<file path="config.mk">
export PLATFORM = sky130hd
export DESIGN_NAME = poly_coef_unpacker_flat
export DESIGN_NICKNAME = d
export VERILOG_FILES = /design/src/rtl/poly_coef_unpacker_if.sv /design/src/rtl/poly_coef_unpacker.sv /design/src/flat_wrapper.sv
export SDC_FILE = /design/constraint.sdc
export NUM_CORES = 1
export LEC_CHECK = 0
export ABC_AREA = 1
export CELL_PAD_IN_SITES_DETAIL_PLACEMENT = 1
export CELL_PAD_IN_SITES_GLOBAL_PLACEMENT = 1
export CORE_MARGIN = 1.5
export CORE_UTILIZATION = 40
export DETAILED_ROUTE_END_ITERATION = 10
export HOLD_SLACK_MARGIN = 0.08
export PLACE_DENSITY = 0.8
export SETUP_SLACK_MARGIN = 0.02
export SYNTH_ARGS = -nofsm -noshare
export SYNTH_HDL_FRONTEND = slang
export SYNTH_SLANG_ARGS = --single-unit
</file>
<file path="constraint.sdc">
create_clock -name clk -period 6 [get_ports clk]
set_clock_uncertainty 0.2 [all_clocks]
set_input_delay 1.5 -clock clk [delete_from_list [all_inputs] [get_ports clk]]
set_output_delay 1.5 -clock clk [all_outputs]
set_load 0.05 [all_outputs]
</file>
<file path="src/rtl/poly_coef_unpacker_if.sv">
// poly_coef_unpacker_if: FIFO-side, coefficient-stream and control signals.
// master drives start/fifo_data/fifo_empty/coef_ready; slave is the unpacker.
interface poly_coef_unpacker_if #(
    parameter int IN_WIDTH   = 64,
    parameter int COEF_WIDTH = 13
);
    logic                  start;
    logic [IN_WIDTH-1:0]   fifo_data;
    logic                  fifo_empty;
    logic                  fifo_read_en;
    logic [COEF_WIDTH-1:0] coef_out;
    logic                  coef_valid;
    logic                  coef_ready;
    logic                  coef_last;
    logic                  busy;
    logic                  done;

    modport master (
        output start, fifo_data, fifo_empty, coef_ready,
        input  fifo_read_en, coef_out, coef_valid, coef_last, busy, done
    );

    modport slave (
        input  start, fifo_data, fifo_empty, coef_ready,
        output fifo_read_en, coef_out, coef_valid, coef_last, busy, done
    );
endinterface

</file>
<file path="src/rtl/poly_coef_unpacker.sv">
// poly_coef_unpacker: pops packed words from a FIFO and emits LSB-first
// COEF_WIDTH-bit coefficients, N_COEFFS per start pulse.
// Ports: clk, rst (async, active-high), bus (slave): start, fifo_data,
// fifo_empty, fifo_read_en, coef_out/valid/ready/last, busy, done.
module poly_coef_unpacker #(
    parameter int IN_WIDTH   = 64,
    parameter int COEF_WIDTH = 13,
    parameter int N_COEFFS   = 256
) (
    input  logic                clk,
    input  logic                rst,
    poly_coef_unpacker_if.slave bus
);
    localparam int ACC_W = IN_WIDTH + COEF_WIDTH - 1;
    localparam int CNT_W = $clog2(ACC_W + 1);
    localparam int WORDS = N_COEFFS * COEF_WIDTH / IN_WIDTH;
    localparam int IDX_W = (N_COEFFS > 1) ? $clog2(N_COEFFS) : 1;
    localparam int WC_W  = $clog2(WORDS + 1);

    typedef enum logic [1:0] {IDLE, RUN, DONE} state_t;

    state_t                state;
    logic [ACC_W-1:0]      acc;
    logic [CNT_W-1:0]      bit_cnt;
    logic [IDX_W-1:0]      coef_idx;
    logic [WC_W-1:0]       word_cnt;
    logic [COEF_WIDTH-1:0] coef_q;
    logic                  valid_q;
    logic                  last_q;
    logic                  busy_q;
    logic                  done_q;

    logic fetch;
    logic extract;
    logic hshake;

    // A fetch only happens while fewer than COEF_WIDTH bits remain, so
    // the widest acc content is COEF_WIDTH-1+IN_WIDTH = ACC_W bits.
    assign fetch = (state == RUN)
                && (bit_cnt < CNT_W'(COEF_WIDTH))
                && !bus.fifo_empty
                && (word_cnt < WC_W'(WORDS));

    assign extract = (state == RUN)
                  && (bit_cnt >= CNT_W'(COEF_WIDTH))
                  && (!valid_q || bus.coef_ready);

    assign hshake = valid_q && bus.coef_ready;

    assign bus.fifo_read_en = fetch;
    assign bus.coef_out     = coef_q;
    assign bus.coef_valid   = valid_q;
    assign bus.coef_last    = last_q;
    assign bus.busy         = busy_q;
    assign bus.done         = done_q;

    always_ff @(posedge clk or posedge rst) begin
        if (rst) begin
            state    <= IDLE;
            acc      <= '0;
            bit_cnt  <= '0;
            coef_idx <= '0;
            word_cnt <= '0;
            coef_q   <= '0;
            valid_q  <= 1'b0;
            last_q   <= 1'b0;
            busy_q   <= 1'b0;
            done_q   <= 1'b0;
        end else begin
            done_q <= 1'b0;
            if (hshake && !extract) begin
                valid_q <= 1'b0;
            end
            unique case (state)
                IDLE: begin
                    if (bus.start) begin
                        state    <= RUN;
                        busy_q   <= 1'b1;
                        acc      <= '0;
                        bit_cnt  <= '0;
                        coef_idx <= '0;
                        word_cnt <= '0;
                    end
                end
                RUN: begin
                    if (fetch) begin
                        // Head word is captured on the same edge that pops it.
                        acc      <= acc | (ACC_W'(bus.fifo_data) << bit_cnt);
                        bit_cnt  <= bit_cnt + CNT_W'(IN_WIDTH);
                        word_cnt <= word_cnt + WC_W'(1);
                    end
                    if (extract) begin
                        coef_q   <= acc[COEF_WIDTH-1:0];
                        valid_q  <= 1'b1;
                        last_q   <= (coef_idx == IDX_W'(N_COEFFS - 1));
                        acc      <= acc >> COEF_WIDTH;
                        bit_cnt  <= bit_cnt - CNT_W'(COEF_WIDTH);
                        coef_idx <= coef_idx + IDX_W'(1);
                    end
                    // Total bits are word-aligned, so nothing is left over here.
                    if (hshake && last_q) begin
                        state  <= DONE;
                        busy_q <= 1'b0;
                        done_q <= 1'b1;
                    end
                end
                DONE: begin
                    acc     <= '0;
                    bit_cnt <= '0;
                    state   <= IDLE;
                end
                default: begin
                    state <= IDLE;
                end
            endcase
        end
    end
endmodule

</file>
<file path="src/flat_wrapper.sv">
// flat-port wrapper written by rule: the top's interface ports become plain ports
module poly_coef_unpacker_flat 
#(
    parameter int IN_WIDTH   = 64,
    parameter int COEF_WIDTH = 13,
    parameter int N_COEFFS   = 256
)
  (clk, rst, bus_start, bus_fifo_data, bus_fifo_empty, bus_coef_ready, bus_fifo_read_en, bus_coef_out, bus_coef_valid, bus_coef_last, bus_busy, bus_done);
  poly_coef_unpacker_if #(.IN_WIDTH(IN_WIDTH), .COEF_WIDTH(COEF_WIDTH)) bus_i ();
  input  logic clk;
  input  logic rst;
  input wire logic [$bits(bus_i.start)-1:0] bus_start;
  input wire logic [$bits(bus_i.fifo_data)-1:0] bus_fifo_data;
  input wire logic [$bits(bus_i.fifo_empty)-1:0] bus_fifo_empty;
  input wire logic [$bits(bus_i.coef_ready)-1:0] bus_coef_ready;
  output wire logic [$bits(bus_i.fifo_read_en)-1:0] bus_fifo_read_en;
  output wire logic [$bits(bus_i.coef_out)-1:0] bus_coef_out;
  output wire logic [$bits(bus_i.coef_valid)-1:0] bus_coef_valid;
  output wire logic [$bits(bus_i.coef_last)-1:0] bus_coef_last;
  output wire logic [$bits(bus_i.busy)-1:0] bus_busy;
  output wire logic [$bits(bus_i.done)-1:0] bus_done;
  assign bus_i.start = bus_start;
  assign bus_i.fifo_data = bus_fifo_data;
  assign bus_i.fifo_empty = bus_fifo_empty;
  assign bus_i.coef_ready = bus_coef_ready;
  assign bus_fifo_read_en = bus_i.fifo_read_en;
  assign bus_coef_out = bus_i.coef_out;
  assign bus_coef_valid = bus_i.coef_valid;
  assign bus_coef_last = bus_i.coef_last;
  assign bus_busy = bus_i.busy;
  assign bus_done = bus_i.done;
  poly_coef_unpacker #(.IN_WIDTH(IN_WIDTH), .COEF_WIDTH(COEF_WIDTH), .N_COEFFS(N_COEFFS)) u_core (.clk(clk), .rst(rst), .bus(bus_i));
endmodule
</file>
Word level (Yosys, flattened, before mapping)
Cells that the tools add are included.
- bits in registers: 116
- bits of input ports: 69
- output and inout bits: 18
- add/subtract/negate cells: 4
- magnitude comparators: 3
- equal/unequal tests: 8
- shift-type cells: 1
- mux-type cells: 25
- bitwise operators: 1
- reductions and logical operators: 21
- operator list (kind ; count):
    two-way mux 76 bit ; 3
    one-hot mux 76 bit (3 select lines) ; 1
    OR 76 bit ; 1
    << shifter 64 x 7 -> 76 bit ; 1
    two-way mux 7 bit ; 3
    one-hot mux 7 bit (3 select lines) ; 1
    two-way mux 8 bit ; 2
    one-hot mux 8 bit (2 select lines) ; 1
    two-way mux 6 bit ; 2
    one-hot mux 6 bit (2 select lines) ; 1
    AND reduction 3 bit ; 4
    adder 8 x 1 -> 8 bit, second input constant ; 1
    == test 8 bit, second input constant ; 1
    logical AND 1 bit ; 8
    adder 7 bit, second input constant ; 1
    >= comparator 7 x 4 -> 1 bit, second input constant ; 1
    < comparator 7 x 4 -> 1 bit, second input constant ; 1
    two-way mux 1 bit ; 7
    subtractor 7 x 4 -> 7 bit, second input constant ; 1
    adder 6 x 1 -> 6 bit, second input constant ; 1
    < comparator 6 bit, second input constant ; 1
    != test 2 bit, second input constant ; 3
    two-way mux 2 bit ; 2
    one-hot mux 2 bit (2 select lines) ; 1
    11 further kinds ; 14

Logic depth before layout (Yosys ltp)
Gate-level depths: netlist of the first run.
- depth in word-level cells: 8
- mapped depth: 17
- mapped depth without buffers: 15

Worst setup path after synthesis of the first run
Ideal clock, no wire load.
- path kind: in2out
- from: input port bus_fifo_empty
- to: output port bus_fifo_read_en
- arrival: 2045 ps
- required time: 4300 ps
- path slack: 2255 ps
- cell stages on the path: 3
- cell sequence: nor2_1 -> nand3_1 -> inv_1
- longest elaborated chain between the ends: 3
- RTL lines (element ; RTL line ; RTL):
    start, declared ; flat_wrapper.sv:14 ; input wire logic [$bits(bus_i.fifo_empty)-1:0] bus_fifo_empty;
    zero test 1 bit ; poly_coef_unpacker.sv:41 ; && !bus.fifo_empty
    logical AND 1 bit ; poly_coef_unpacker.sv:41 ;
    logical AND 1 bit ; poly_coef_unpacker.sv:42 ; && (word_cnt < WC_W'(WORDS));
    end, declared ; flat_wrapper.sv:16 ; output wire logic [$bits(bus_i.fifo_read_en)-1:0] bus_fifo_read_en;
No other way between the ends.

Worst setup path after layout of the first run
Ends and elaborated chain as after synthesis.

==> flow_summary.yaml, run 1 <==
status:
  status: "complete, no violations"
global_route:
  grt_first_pass_wirelength_um: 64100
  grt_overflow: 0
  antenna_found_initial: 0
  track_usage: 0.321
  grt_pass1_vias: 11662
  grt_max_degree: 76
clock_tree:
  clk_pin_slew_ps: 50
  root_buffer: "clkbuf_16"
  clk_latency_ps: 430
  cts_tree: "done"
  ctsResizeCount: 0
  htreeDepth: 4
  cts_buffers: 17
  cts_buffer_depth: 2
  cts_sinks: 116
  cts_hold_buf: 0
  cts_setup_buffers: 0
synthesis:
  avgSynthCellArea_sq_um: 6.07
  synth_nets: 1680
  syn_inst: 1607
  ys_ff_latch: 116
  synth_area_sq_mm: 0.00976
  ys.warnings.count: 0
  synth-seq-area-share: 0.298
  yosysUniqueCellTypes: 39
die:
  die_h_um: 159
  start_util: 0.412
  core_area_sq_mm: 0.0237
  rows: 56
  pin_count: 87
  die_w_um: 159
  dieArea_sq_mm: 0.0253
critical_path:
  worst-setup-path-type: "in2out"
  endpoint: "bus_fifo_read_en"
  crit_fanout: 4
  worst_r2r_startpoint: "u_core.bit_cnt[6]"
  worstSetupStartpointType: "input port"
  worst-r2r-setup-slack_ps: 2270
  arrival_ps: 3080
  reg2reg_to: "u_core.acc[25]"
  rr_worst_depth: 11
  end_kind: "primary output"
  crit_required_ps: 4300
  crit_path_start: "bus_fifo_empty"
min_path:
  hold_start: "u_core.bus.coef_out[11]"
  hp-class: "reg2reg"
routing:
  highest_layer: "met4"
  route.met2.wl_um: 18900
  wl_met1_um: 17600
  drc_errors: 0
  post_drt_via_cell_ratio: 5.84
  first_pass_iters: 5
  routed_wl_um: 40400
  drt_iter0_markers: 999
  wire_per_inst_um: 20.6
  detail-route-antenna-nets: 0
  num_vias: 11448
  dr_wl_met3_um: 2170
sta:
  worst_pin_slew_ps: 1190
  tns_ps: 0
  hold_viol_final: 0
  period_share: 0.796
  relSlewSlack: 0.206
  rsz0062_at_grt: "false"
  fmax_ghz: 0.209
  finalWorstSetupSlack_ps: 1220
  setup_viol: 0
  drv_slew: 0
  period_minus_slack_ps: 4780
layout:
  drive_gt1_frac: 0.0548
  final_common_cell: "nand2_1"
  layout_common_cells: "nand2_1, nand3_1, dfrtp_1"
  syn_to_final_growth_pct: 15.0
  diodes: 0
  nets: 1701
pwr:
  ir_worst_vdd_mv: 0.499
  p_leak_nw: 5.37
  cellPowerDensity_mw_per_mm2: 688
place:
  portBuffers: 86
  hpwlAfterDp_um: 29800
  dp_slack_ps: 1230
  place.gp.congestion: 0.976
run:
  drv_cap: 0
-- state kept, by name, indices dropped and copies added, names as in the netlist --
name	count
u_core.state	2
u_core.bus.busy	1
u_core.bus.coef_valid	1
u_core.bit_cnt	7
u_core.bus.coef_last	1
u_core.bus.coef_out	13
u_core.word_cnt	6
u_core.bus.done	1
u_core.coef_idx	8
u_core.acc	76
-- metal layers --
metal,up-vias,GRT usage
met2,383,0.533
met4,0,0.138
met1,5547,0.420
met5,-,0
met3,96,0.0427
li1,5422,-
-- logic make-up (layout without fill, tap and decap cells) --
logic type / Yosys count / count (layout) / share of synthesized area
flops: 116 / 116 / 0.298
compound gates: 217 / 217 / 0.121
buf+inv: 200 / 234 / 0.0898
xor+xnor: 4 / 4 / 0.00359
fa+ha+maj: 4 / 4 / 0.00513
simple gates: 1066 / 1066 / 0.483
-- Yosys cell counts --
cell type	number	area (sq um)
clkbuf_1	24	90.1
o21ai_1	41	205
o211ai_1	1	7.51
a22oi_1	24	180
nand4_1	18	113
clkinv_1	2	7.51
or2_0	2	12.5
o21ai_0	64	320
nor2_8	1	20.0
and3_1	1	6.26
buf_4	9	67.6
inv_1	89	334
nand3_1	407	2040
a21oi_1	72	360
inv_2	7	26.3
nor2_4	3	33.8
or2_2	10	62.6
nand4_4	1	21.3
nand3_4	1	17.5
or2_1	1	6.26
a21oi_4	1	16.3
nand2_2	3	18.8
xor2_1	4	35.0
buf_1	26	97.6
nor2_2	4	25.0
nand3_2	2	20.0
o21a_1	2	15.0
buf_2	37	185
nor3_1	6	30.0
a31oi_1	7	43.8
buf_6	6	67.6
o22ai_1	4	25.0
nor2_1	79	297
nand2_4	1	11.3
nand2_1	525	1970
o32ai_1	1	8.76
dfrtp_1	116	2900
ha_1	4	50.1
nand3b_1	1	7.51
-- power by group --
part	switching [mW]	internal, mW	total (mW)
clock network	0.417	0.579	0.995
registers	0.176	1.06	1.23
logic	4.03	1.46	5.50
-- critical path: stages --
cell,delay (ps)
clkdlybuf4s50_1,410
nor2_1,110
nand3_1,110
inv_1,130
clkdlybuf4s50_1,820
-- layout make-up --
class                      count  area [sq um]
timing repair buffer         104           996
fill                        3299         12500
clock buffer                  17           425
tap                          319           399
inverter                      98           370
sequential                   116          2910
clock inverter                15           146
multi-input combinational   1291          5980
-- how the worst min path moves through the flow --
| stage | endpoint | slack, ps | depth (start not counted) |
|---|---|---|---|
| 2_1_floorplan | u_core.bus.coef_out[0] | 240 | 2 |
| 3_3_place_gp | u_core.bus.coef_out[3] | 260 | 2 |
| 3_5_place_dp | u_core.bus.coef_out[1] | 260 | 2 |
| 4_1_cts | u_core.bus.coef_out[1] | 280 | 2 |
| 5_1_grt | u_core.bus.coef_out[0] | 300 | 2 |
| 6_report | u_core.bus.coef_out[11] | 280 | 2 |
-- stage by stage --
step | area, sq um | hold slack, ps | std cells | power, mW | utilization
final | 11200 | 280 | 1960 | 7.73 | 0.474
after global routing | 11200 | 301 | 1960 | 8.35 | 0.474
after CTS | 11200 | 281 | 1960 | 7.64 | 0.474
after detailed placement | 10700 | 264 | 1928 | 6.60 | 0.450
after global placement | 10700 | 259 | 1928 | 6.49 | 0.450
after floorplan | 9760 | 243 | 1607 | 4.96 | -
Note: power is estimated with default switching activity, not from simulation.
==> run 2: changes to the inputs <==
--- a/config.mk
+++ b/config.mk
@@ -9,10 +9,10 @@
 export CELL_PAD_IN_SITES_DETAIL_PLACEMENT = 1
 export CELL_PAD_IN_SITES_GLOBAL_PLACEMENT = 1
 export CORE_MARGIN = 1.5
-export CORE_UTILIZATION = 40
+export CORE_UTILIZATION = 37
 export DETAILED_ROUTE_END_ITERATION = 10
 export HOLD_SLACK_MARGIN = 0.08
-export PLACE_DENSITY = 0.8
+export PLACE_DENSITY = 0.78
 export SETUP_SLACK_MARGIN = 0.02
 export SYNTH_ARGS = -nofsm -noshare
 export SYNTH_HDL_FRONTEND = slang
==> constraint.sdc (replaced) <==
create_clock -name clk -period 4.2 [get_ports clk]
set_clock_uncertainty 0.2 [all_clocks]
set_input_delay 1.05 -clock clk [delete_from_list [all_inputs] [get_ports clk]]
set_output_delay 1.05 -clock clk [all_outputs]
set_load 0.05 [all_outputs]
==> run 2 against run 1 <==
- count of clock-buffer cells in the layout increased by 2
- sequential power increased by 44%
- sequential share of layout area decreased by 0.47 points
- global-route usage decreased by 1.0 points
- critical path depth increased by 1
- cell area increased by 1.8%
- via count increased by 0.71%
- register-to-register slack got worse by 1300 ps
- worst hold slack got worse by 9.1 ps
- sequential cell count unchanged
- clock power increased by 61%
==> flow_summary.yaml, run 2 (synthesized netlist as in run 1, its figures left out) <==
layout:
  drive_gt1_frac: 0.0600
  nets: 1709
  diodes: 0
  largest_register_ff_count: 76
  final_common_cell: "nand2_1"
  layout_common_cells: "nand2_1, nand3_1, dfrtp_1"
  final_area_sq_mm: 0.0114
  syn_to_final_growth_pct: 17.1
  regMostFlops: "u_core.acc"
clock_tree:
  cts_tree: "done"
  root_buffer: "clkbuf_16"
  cts_hold_buf: 0
  clk_latency_ps: 420
  htreeDepth: 4
  cts_buffers: 17
  clk_pin_slew_ps: 60
  cts_sinks: 116
  cts_buffer_depth: 2
  cts_setup_buffers: 0
  ctsResizeCount: 0
global_route:
  grt_overflow: 0
  grt_pass1_vias: 11634
  grt_first_pass_wirelength_um: 65100
  grt_max_degree: 74
  track_usage: 0.311
  antenna_found_initial: 0
critical_path:
  worst_r2r_startpoint: "u_core.bit_cnt[0]"
  arrival_ps: 2240
  cp_common_cell: "nor2_4"
  cp_cell_sequence: "nor2_1 -> nor2_4 -> nor2_4 -> nand3_1 -> inv_1 -> buf_4"
  reg2reg_to: "u_core.acc[7]"
  end_kind: "primary output"
  crit_path_max_incr_delay_ps: 610
  rr_worst_depth: 11
  worst-setup-path-type: "reg2out"
  crit_required_ps: 2950
  worstSetupStartpointType: "flip-flop"
  crit_fanout: 6
  cpMaxStageDelayCell: "nor2_1"
  worst-r2r-setup-slack_ps: 1010
die:
  start_util: 0.375
  die_h_um: 165
  dieArea_sq_mm: 0.0273
  core_area_sq_mm: 0.0260
  rows: 59
  pin_count: 87
  die_w_um: 165
place:
  hpwlAfterDp_um: 30500
  dpl_cell_area_sq_mm: 0.0108
  place.gp.congestion: 0.945
  portBuffers: 86
sta:
  worst_pin_slew_ps: 1180
  period_share: 0.831
  period_minus_slack_ps: 3490
  tns_ps: 0
  drv_slew: 0
  hold_ws_ps: 271
  setup_viol: 0
  hold_viol_final: 0
  rsz0062_at_grt: "false"
  relSlewSlack: 0.216
  fmax_ghz: 0.286
routing:
  wire_per_inst_um: 20.7
  first_pass_iters: 5
  routed_wl_um: 41000
  drc_errors: 0
  drt_iter0_markers: 1000
  post_drt_via_cell_ratio: 5.81
  num_vias: 11529
  detail-route-antenna-nets: 0
pwr:
  p_leak_nw: 5.46
  cellPowerDensity_mw_per_mm2: 993
  ir_worst_vdd_mv: 0.749
  total_power_mw: 11.4
min_path:
  hp-class: "reg2reg"
  hold_start: "u_core.acc[3]"
  min_to: "u_core.bus.coef_out[3]"
  whs_path_depth: 2
status:
  status: "complete, no violations"
run:
  drv_cap: 0
## run 2: cell types whose count changed in the layout (fill, tap and decap cells not counted)
cell             before  now
clkinv_2              1    0
buf_12                0    4
buf_4                18   23
clkinv_4              5    2
bufinv_16             1    4
clkdlybuf4s50_1      86   85
clkbuf_8              0    2
inv_6                 6    4
inv_4                 1    0
clkinvlp_4            2    4
## run 2: worst max path at each step
| stage | from | endpoint | slack, ps | depth (start not counted) |
|---|---|---|---|---|
| 2_1_floorplan | bus_fifo_empty | bus_fifo_read_en | 1350 | 3 |
| 3_3_place_gp | bus_coef_ready | u_core.acc[39] | 650 | 10 |
| 3_5_place_dp | bus_coef_ready | u_core.acc[35] | 560 | 10 |
| 4_1_cts | u_core.bit_cnt[0] | bus_fifo_read_en | 750 | 6 |
| 5_1_grt | u_core.bit_cnt[0] | bus_fifo_read_en | 620 | 6 |
| 6_report | u_core.bit_cnt[0] | bus_fifo_read_en | 710 | 6 |
## run 2: power by group
part           total [mW]  internal, mW  switching, mW
combinational        7.98          2.17           5.81
sequential           1.77          1.51          0.260
clock                1.60          1.03          0.564
## run 2: routing by layer
layer,share of wire,wire length (um),vias to the layer above,global-route usage
li1,-,-,5445,-
met5,0,0,-,0
met2,0.47,19100,327,0.511
met3,0.045,1860,88,0.0367
met4,0.037,1520,0,0.120
met1,0.45,18500,5669,0.418
## run 2: final cells by class
cell class	instances	area, sq um
Clock buffer	19	453
Clock inverter	13	195
Fill cell	3487	14600
Inverter	98	372
Multi-Input combinational cell	1291	5980
Sequential cell	116	2910
Tap cell	335	419
Timing Repair Buffer	112	1100
## run 2: metrics by stage
step           worst slack [ps]  instances   util
3_3_place_gp                650       1952  0.415
5_1_grt                     622       1984  0.440
4_1_cts                     745       1984  0.440
2_1_floorplan              1350       1607      -
6_report                    708       1984  0.440
3_5_place_dp                561       1952  0.415
## run 2: worst max-delay path: cells and delay by family, from the launching register on
kind,cells,cell delay (ps)
flip-flops,1,450
AND/OR/NAND/NOR,4,960
buffers and inverters,2,400
